<file path="config.mk">
export PLATFORM = sky130hd
export DESIGN_NAME = llc_snoop_responder
export DESIGN_NICKNAME = d
export VERILOG_FILES = /design/src/rtl/llc_snoop_responder_pkg.sv /design/src/rtl/llc_snoop_responder_way_match.sv /design/src/rtl/llc_snoop_responder.sv
export SDC_FILE = /design/constraint.sdc
export NUM_CORES = 1
export LEC_CHECK = 0
export ABC_AREA = 1
export ABC_CLOCK_PERIOD_IN_PS = 4000
export CORE_ASPECT_RATIO = 0.8
export CORE_MARGIN = 1
export CORE_UTILIZATION = 35
export CTS_BUF_LIST = sky130_fd_sc_hd__clkbuf_8 sky130_fd_sc_hd__clkbuf_16
export DETAILED_ROUTE_END_ITERATION = 10
export PLACE_DENSITY = 0.67
export SLEW_MARGIN = 20
export SYNTH_ARGS = -nofsm -noshare
export SYNTH_HDL_FRONTEND = slang
export SYNTH_HIERARCHICAL = 1
export SYNTH_SLANG_ARGS = --single-unit
</file>
<file path="constraint.sdc">
create_clock -name clk -period 4 [get_ports clk]
set_clock_uncertainty 0.05 [all_clocks]
set_input_delay 0.4 -clock clk [delete_from_list [all_inputs] [get_ports clk]]
set_output_delay 0.4 -clock clk [all_outputs]
set_load 0.02 [all_outputs]
</file>
<file path="src/rtl/llc_snoop_responder_pkg.sv">
// Shared LLC configuration: address split, MESI/bus/snoop/L1 encodings and the
// per-snoop action bundle produced by the responder's decision stage.
package llc_snoop_responder_pkg;

   localparam int unsigned ADDR_W = 32;
   localparam int unsigned WAYS   = 16;
   localparam int unsigned WAY_W  = 4;
   localparam int unsigned TAG_W  = 12;
   localparam int unsigned IDX_W  = 14;
   localparam int unsigned OFF_W  = 6;
   localparam int unsigned LINE_W = ADDR_W - OFF_W;

   typedef enum logic [1:0] {
      MESI_M = 2'd0, MESI_E = 2'd1, MESI_S = 2'd2, MESI_I = 2'd3
   } mesi_e;

   typedef enum logic [1:0] {
      OP_READ = 2'd0, OP_WRITE = 2'd1, OP_INVALIDATE = 2'd2, OP_RWIM = 2'd3
   } bus_op_e;

   typedef enum logic [1:0] {
      RES_NOHIT = 2'd0, RES_HIT = 2'd1, RES_HITM = 2'd2
   } snoop_res_e;

   typedef enum logic [1:0] {
      MSG_GETLINE = 2'd0, MSG_SENDLINE = 2'd1, MSG_INVALIDATELINE = 2'd2, MSG_EVICTLINE = 2'd3
   } l1_msg_e;

   typedef struct packed {
      logic [1:0] res;
      logic       err;
      logic       getl;
      logic       inv;
      logic       upd;
      logic [1:0] new_mesi;
   } snp_act_t;

   function automatic logic [ADDR_W-1:0] line_addr(input logic [LINE_W-1:0] line);
      return {line, OFF_W'(0)};
   endfunction

endpackage

</file>
<file path="src/rtl/llc_snoop_responder_way_match.sv">
// Tag compare across all valid ways with lowest-way priority and multi-hit flag.
module llc_way_match
   import llc_snoop_responder_pkg::*;
(
   input  logic [TAG_W-1:0]      tag,
   input  logic [WAYS*TAG_W-1:0] arr_tag,
   input  logic [WAYS*2-1:0]     arr_mesi,
   output logic                  hit,
   output logic [3:0]            way,
   output logic [1:0]            mesi,
   output logic                  multi_hit
);

   always_comb begin
      hit       = 1'b0;
      way       = 4'd0;
      mesi      = MESI_I;
      multi_hit = 1'b0;
      for (int i = 0; i < WAYS; i++) begin
         if (arr_mesi[2*i +: 2] != MESI_I && arr_tag[TAG_W*i +: TAG_W] == tag) begin
            if (hit) begin
               multi_hit = 1'b1;
            end else begin
               hit  = 1'b1;
               way  = 4'(i);
               mesi = arr_mesi[2*i +: 2];
            end
         end
      end
   end

endmodule

</file>
<file path="src/rtl/llc_snoop_responder.sv">
// LLC bus-side snoop responder: look up a snooped line, report HIT/HITM/NOHIT,
// then issue L1 messages, write back a modified line and update MESI.
module llc_snoop_responder
   import llc_snoop_responder_pkg::*;
(
   input  logic                  clk,
   input  logic                  rst_n,
   input  logic                  snp_valid,
   output logic                  snp_ready,
   input  logic [1:0]            snp_op,
   input  logic [ADDR_W-1:0]     snp_addr,
   output logic                  arr_rd_en,
   output logic [IDX_W-1:0]      arr_idx,
   input  logic [WAYS*TAG_W-1:0] arr_tag,
   input  logic [WAYS*2-1:0]     arr_mesi,
   output logic                  arr_wr_en,
   output logic [3:0]            arr_wr_way,
   output logic [1:0]            arr_wr_mesi,
   output logic                  res_valid,
   output logic [1:0]            res,
   output logic                  l1_valid,
   input  logic                  l1_ready,
   output logic [1:0]            l1_msg,
   output logic [ADDR_W-1:0]     l1_addr,
   output logic                  wb_valid,
   input  logic                  wb_ready,
   output logic [ADDR_W-1:0]     wb_addr,
   output logic                  proto_err
);

   typedef enum logic [2:0] {
      ST_IDLE, ST_LOOKUP, ST_DECIDE, ST_RESP, ST_GETL, ST_WB, ST_INVL, ST_UPD
   } state_e;

   state_e            state;
   bus_op_e           op_q;
   logic [LINE_W-1:0] line_q;
   logic [WAY_W-1:0]  way_q;
   snp_act_t          act_q;
   snp_act_t          act;

   logic              m_hit;
   logic [3:0]        m_way;
   logic [1:0]        m_mesi;
   logic              m_multi;
   logic              unused_off;

   assign unused_off = ^snp_addr[OFF_W-1:0];

   llc_way_match u_match (
      .tag       (line_q[LINE_W-1 -: TAG_W]),
      .arr_tag   (arr_tag),
      .arr_mesi  (arr_mesi),
      .hit       (m_hit),
      .way       (m_way),
      .mesi      (m_mesi),
      .multi_hit (m_multi)
   );

   // Snoop action table: response, protocol error and follow-up work.
   always_comb begin
      act          = '0;
      act.res      = RES_NOHIT;
      act.err      = m_multi;
      act.new_mesi = MESI_I;
      if (m_hit) begin
         unique case (op_q)
            OP_READ: begin
               if (m_mesi == MESI_M) begin
                  act.res = RES_HITM; act.getl = 1'b1; act.upd = 1'b1; act.new_mesi = MESI_S;
               end else if (m_mesi == MESI_E) begin
                  act.res = RES_HIT; act.upd = 1'b1; act.new_mesi = MESI_S;
               end else begin
                  act.res = RES_HIT;
               end
            end
            OP_RWIM: begin
               act.res  = (m_mesi == MESI_M) ? 2'(RES_HITM) : 2'(RES_HIT);
               act.getl = (m_mesi == MESI_M);
               act.inv  = 1'b1;
               act.upd  = 1'b1;
            end
            OP_INVALIDATE: begin
               if (m_mesi == MESI_S) begin
                  act.res = RES_HIT; act.inv = 1'b1; act.upd = 1'b1;
               end else begin
                  act.err = 1'b1;
               end
            end
            OP_WRITE: act.err = 1'b1;
            default: act.err = 1'b1;
         endcase
      end
   end

   always_ff @(posedge clk or negedge rst_n) begin
      if (!rst_n) begin
         state       <= ST_IDLE;
         op_q        <= OP_READ;
         line_q      <= '0;
         way_q       <= '0;
         act_q       <= '0;
         snp_ready   <= 1'b0;
         arr_rd_en   <= 1'b0;
         arr_idx     <= '0;
         arr_wr_en   <= 1'b0;
         arr_wr_way  <= '0;
         arr_wr_mesi <= '0;
         res_valid   <= 1'b0;
         res         <= '0;
         l1_valid    <= 1'b0;
         l1_msg      <= '0;
         l1_addr     <= '0;
         wb_valid    <= 1'b0;
         wb_addr     <= '0;
         proto_err   <= 1'b0;
      end else begin
         arr_rd_en <= 1'b0;
         arr_wr_en <= 1'b0;
         res_valid <= 1'b0;
         proto_err <= 1'b0;
         unique case (state)
            ST_IDLE: begin
               if (snp_valid && snp_ready) begin
                  snp_ready <= 1'b0;
                  op_q      <= bus_op_e'(snp_op);
                  line_q    <= snp_addr[ADDR_W-1:OFF_W];
                  arr_idx   <= snp_addr[OFF_W +: IDX_W];
                  arr_rd_en <= 1'b1;
                  state     <= ST_LOOKUP;
               end else begin
                  snp_ready <= 1'b1;
               end
            end
            ST_LOOKUP: state <= ST_DECIDE;
            ST_DECIDE: begin
               res_valid <= 1'b1;
               res       <= act.res;
               proto_err <= act.err;
               act_q     <= act;
               way_q     <= m_way;
               state     <= ST_RESP;
            end
            ST_RESP: begin
               if (act_q.getl) begin
                  l1_valid <= 1'b1;
                  l1_msg   <= MSG_GETLINE;
                  l1_addr  <= line_addr(line_q);
                  state    <= ST_GETL;
               end else if (act_q.inv) begin
                  l1_valid <= 1'b1;
                  l1_msg   <= MSG_INVALIDATELINE;
                  l1_addr  <= line_addr(line_q);
                  state    <= ST_INVL;
               end else if (act_q.upd) begin
                  arr_wr_en   <= 1'b1;
                  arr_wr_way  <= way_q;
                  arr_wr_mesi <= act_q.new_mesi;
                  state       <= ST_UPD;
               end else begin
                  snp_ready <= 1'b1;
                  state     <= ST_IDLE;
               end
            end
            ST_GETL: begin
               if (l1_ready) begin
                  l1_valid <= 1'b0;
                  wb_valid <= 1'b1;
                  wb_addr  <= line_addr(line_q);
                  state    <= ST_WB;
               end
            end
            ST_WB: begin
               if (wb_ready) begin
                  wb_valid <= 1'b0;
                  if (act_q.inv) begin
                     l1_valid <= 1'b1;
                     l1_msg   <= MSG_INVALIDATELINE;
                     l1_addr  <= line_addr(line_q);
                     state    <= ST_INVL;
                  end else begin
                     arr_wr_en   <= 1'b1;
                     arr_wr_way  <= way_q;
                     arr_wr_mesi <= act_q.new_mesi;
                     state       <= ST_UPD;
                  end
               end
            end
            ST_INVL: begin
               if (l1_ready) begin
                  l1_valid    <= 1'b0;
                  arr_wr_en   <= 1'b1;
                  arr_wr_way  <= way_q;
                  arr_wr_mesi <= act_q.new_mesi;
                  state       <= ST_UPD;
               end
            end
            ST_UPD: begin
               snp_ready <= 1'b1;
               state     <= ST_IDLE;
            end
            default: state <= ST_IDLE;
         endcase
      end
   end

endmodule

</file>
==> flow_metrics.tcl <==
set metrics [dict create \
    status "finished, final reports clean" \
    grt_pass1_wl_mm 48.4 \
    synthTopCellsByArea "dfrtp_1 (33%), nand2_1 (15%), xor2_1 (6.1%)" \
    synth_edf_count 0 \
    pwr-share-clk_pct 23.5 \
    cts_buffer_depth 2 \
    synth_cell_type_count 58 \
    drc 0 \
    setup_viol 0 \
    antenna_cells 0 \
    viasPerCell 4.80 \
    clk_pin_slew_worst_paths_ns 0.07 \
    pin_count 358 \
    start_kind "flip-flop" \
    synth_simple_gate_area_share_pct 30.7 \
    clkSinkCount 115 \
    grt_antenna_before_repair 1 \
    path_buf_inv 2 \
    grt_overflow_total 0 \
    start_util_pct 35.7 \
    p_comb_share_pct 50.2 \
    drive_gt1_share_pct 9.40 \
    synth_async_sr_flop_share_pct 100 \
    cts_root_buf "clkbuf_16" \
    min_period_over_period_pct 87.1 \
    crit_path_frequent_cell "nand2_1" \
    vias 8981 \
    nFillCells 2344 \
    synth_top_family_by_area "simple AND/OR/NAND/NOR gates" \
    die_h_um 143 \
    cts_tree "built" \
    fin_crit_ns 3.48 \
    fin_util_pct 52.5 \
    syn-instance-count 1215 \
    dpl_cell_area_sq_mm 0.0122 \
    synth_xor_area_share_pct 11.2 \
    seqPwrFrac_pct 26.3 \
    fin_ws_ns 0.517 \
    grt_use_total_pct 25.2 \
    hp-class "input port to async pin" \
    max_freq_mhz 287 \
    switching_share_pct 44.1 \
    syn2layout_area_growth_pct 46.9 \
    synth_top_area_cell "dfrtp_1" \
    wl_mm 31.9 \
    power.density_mw_per_mm2 495 \
    fin_area_sq_mm 0.0128 \
    internal_power_mw 3.56 \
    post-place-ws_ns 0.511 \
    endpoint_kind "flip-flop" \
    numCtsBuffers 17 \
    ys_warn_count 6 \
    first_pass_iters 5 \
    h-tree-depth 4 \
    whs_ns 0.0453 \
    p_leak_nw 6.09 \
    std_cell_rows 51 \
    worst_slew_pin_slew_ns 0.896 \
    cpPeakStageDelay_ns 0.66 \
    synth.top_cell.area_share_pct 33.0 \
    vdd_drop_max_mv 0.263 \
    cpMaxStageDelayCell "dfrtp_1" \
    die_width_um 179 \
    final_max_slew_viol_count 0 \
    cp_data_required_time_ns 4.28 \
    rsz0062_at_grt "no" \
    maxCapViolations 0 \
    core_sq_mm 0.0244 \
    dpl.hpwl_mm 25.2 \
    cp.arrival_ns 3.76 \
    hold_viol 0 \
    postSynthAreaPerCell_sq_um 7.19 \
    clock_latency_ns 0.42 \
    layout_commonest_cell "nand2_1" \
    gp_congestion 0.928 \
    cts-hold-fix-buffers 0 \
    final_cell_mix "nand2_1 (360), clkdlybuf4s50_1 (344), inv_1 (136)" \
    cp_top_family "simple AND/OR/NAND/NOR gates" \
    final_nets 1809 \
    path_class "flip-flop to flip-flop" \
    p_sw_mw 2.80 \
    netlist_area_sq_mm 0.00873 \
    slew_headroom_pct 40.1 \
    setup_tns_ns 0 \
    grt_start_max_net_pins 68 \
    seq_area_sq_mm 0.00288 \
    grt_pass1_vias 8858 \
    die-area_sq_mm 0.0256 \
    post_drt_wl_per_cell_um 17.1 \
    yosysSeqAreaShare_pct 33.0 \
    port_buffers 345 \
    antenna_left 0 \
    first_iter_violations 467 \
    ys.flop_type "dfrtp_1" \
    post-cts-setup-buffers 0 \
    synthAdderAreaFrac_pct 0.860 \
    synth.mux.area_fraction_pct 0 \
    post_cts_resized 0 \
    path_cells "buf_4 > xnor2_1 > nand3_1 > nor3_1 > nand2_1 > nand2_2 > nor2_8 > nand2_2 > o21ai_0 > inv_1 > nand2_1 > nand2_1 > nand2_1 > nand2_1 > nand2_1 > nand2_1 > nand2_1 > a21oi_1 > nand3_1 > o21ai_0 > nand3_1 > o21ai_0" \
    synth_compound_gate_area_share_pct 11.5 \
    ys_ff_latch 115 \
    crit_fanout 10 \
    multiInputGateArea_sq_mm 0.00477 \
]
[logic make-up after synthesis]
group	count (synthesis)
AO/OA/AOI/OAI	164
XOR/XNOR	111
adder cells (fa/ha/maj)	6
buffers and inverters	221
flip-flops	115
other	1
AND/OR/NAND/NOR	597
[routing by layer]
layer	track usage [%]	vias to the layer above	routed length, um
met3	6.95	46	2740
met5	0	-	0
met1	31.5	4136	13800
met4	6.96	0	619
li1	-	4460	-
met2	42.2	339	14800
[flip-flops by register name, indices dropped and copies added (netlist names), 2 cells and up]
register     cells
arr_wr_way       4
wb_addr         26
act_q            5
res              2
way_q            4
op_q             2
l1_addr         32
arr_wr_mesi      2
state            3
line_q          13
l1_msg           2
arr_idx         13
[final cells by class]
| class | count | share of cell area, % |
|---|---|---|
| Sequential cell | 115 | 22.4 |
| Multi-Input combinational cell | 884 | 37.1 |
| Clock buffer | 17 | 3.32 |
| Tap cell | 318 | 3.10 |
| Timing Repair Buffer | 365 | 28.1 |
| Clock inverter | 15 | 1.26 |
| Inverter | 157 | 4.69 |
[metrics by stage]
stage	power, mW	std cells
floorplan	3.82	1220
global placement	4.83	1839
detailed placement	4.88	1839
CTS	6.41	1871
global route	6.79	1871
finish	6.36	1871
[path summary, 6_finish.rpt]
check                                       start                    endpoint  slack, ns  depth (start not counted)
setup reg to reg           line_q[19]$_DFFE_PN0P_          res[0]$_DFFE_PN0P_       0.52                         22
hold / removal                              rst_n     wb_addr[13]$_DFFE_PN0P_       0.05                          1
min in group clk             act_q[1]$_DFFE_PN0P_  arr_wr_mesi[1]$_DFFE_PN0P_       0.42                          2
setup / recovery           line_q[19]$_DFFE_PN0P_          res[0]$_DFFE_PN0P_       0.52                         22
hold reg to reg              act_q[1]$_DFFE_PN0P_  arr_wr_mesi[1]$_DFFE_PN0P_       0.42                          2
max in group asynchronous                   rst_n        way_q[1]$_DFFE_PN0P_       2.96                          2
[synth_stat cells, types with 17 or more instances]
cell type  number
inv_2          17
nand2_1       360
nor2_1         87
nand3_1        46
o21ai_0        78
buf_4          33
dfrtp_1       115
xor2_1         61
xnor2_1        49
nand4_1        18
o21ai_2        19
inv_1         136
[power groups by stage]
stage	Combinational [mW]	Clock, mW	Sequential (mW)
floorplan	2.15	0	1.66
global placement	3.14	0	1.69
detailed placement	3.18	0	1.70
CTS	3.19	1.53	1.68
global route	3.50	1.58	1.71
finish	3.19	1.49	1.67
No activity file was read; power rests on OpenSTA's default activity.
==> patch, RTL diff (config.mk and constraints unchanged) <==
`ADDR_W`: 32 -> 36.
--- a/src/rtl/llc_snoop_responder_pkg.sv
+++ b/src/rtl/llc_snoop_responder_pkg.sv
@@ -4,3 +4,3 @@
 
-   localparam int unsigned ADDR_W = 32;
+   localparam int unsigned ADDR_W = 36;
    localparam int unsigned WAYS   = 16;
Ports: changed (resized l1_addr, snp_addr and wb_addr); port bits go from 358 to 370. No check against the original RTL was run, so the function may have changed too.
==> patch against the original RTL <==
The run now ends with hold timing left; wire length grew 4.2%; design area increased by 4.9%; worst setup slack got worse by 0.055 ns; area after synthesis increased by 5.5%; sequential cell count grew 12; total power is 4.2% higher; non-clock buffer count up 12; via count rose by 2.8%; synthesized cell count increased by 3.4%; largest cell class unchanged.
==> patch: results (changes against the original RTL) <==
largest net degree at the start of global routing = 80 (+18%)
GPL Wtd Cong = 0.904 (-2.6%)
first-pass GRT wire length = 51.1 mm (+5.7%)
biggest regs = l1_addr: 36 flops, wb_addr: 30 flops, line_q: 17 flops
Hold Vio Cnt, Final = 44 (+44)
status = complete, but fails checks
# port buffers = 357 (+3.5%)
Critical Path Fanout Max = 12 (+2)
DRT met1 WL = 14.5 mm (+4.9%)
Reg2Reg Depth = 21 (-4.5%)
share of cells above drive strength 1 = 9.91% (+0.51 points)
commonest cells in the netlist = 371 x nand2_1, 138 x inv_1, 127 x dfrtp_1
Min Hold Slack = -0.0299 ns (-0.0753 ns)
XOR/XNOR Fraction of Synth Area = 10.6% (-0.59 points)
met3 routed WL = 2.99 mm (+9.2%)
synth top area cells = dfrtp_1 34%, nand2_1 15%, xor2_1 5.8%, inv_1 5.6%, xnor2_1 4.7%
VDD IR-drop max = 0.298 mV (+13%)
failing checks = hold timing
DPL Wire Length = 26.4 mm (+4.6%)
Int Power = 3.75 mW (+5.4%)
Global Route met1 Usage = 32.0% (+0.50 points)
# placed instances = 1923 (+4.6%)
area after detailed placement = 12900 sq um (+5.2%)
r2r setup slk = 0.46 ns (-0.05 ns)
DR vias = 9232 (+2.8%)
DP Worst Slack = 0.475 ns (-0.0354 ns)
period utilization = 88.4% (+1.4 points)
vias per cell = 4.72 (-1.6%)
Syn Inst Count = 1256 (+3.4%)
post-synthesis sequential area ratio = 34.5% (+1.5 points)
Met2 Wirelength = 15.2 mm (+2.9%)
global-route met3 utilization = 7.59% (+0.64 points)
[patch: logic make-up after synthesis]
| kind of cell | count (synthesis) |
|---|---|
| AOI/OAI and AO/OA | 176 |
| xor gates and xnor gates | 111 |
| adders and majority gates | 6 |
| buffers and inverters | 226 |
| DFF | 127 |
| other | 1 |
| and+or+nand+nor | 609 |
[patch: path summary, 6_finish.rpt]
path | from | to
max | line_q[23] | act_q[2]
min | rst_n | arr_idx[10]
max reg2reg | line_q[23] | act_q[2]
min reg2reg | wb_valid | wb_valid
max in group asynchronous | rst_n | act_q[2]
min in group clk | wb_valid | wb_valid
[patch: area by class of cell]
type                    count  area [sq um]
flip-flops and latches    127          3180
inverters                 160           613
repair buffers            377          3740
well taps                 351           439
multi-input cells         908          4920
clock buffers              18           439
clock inverters            14           138
fillers                  2495         12100
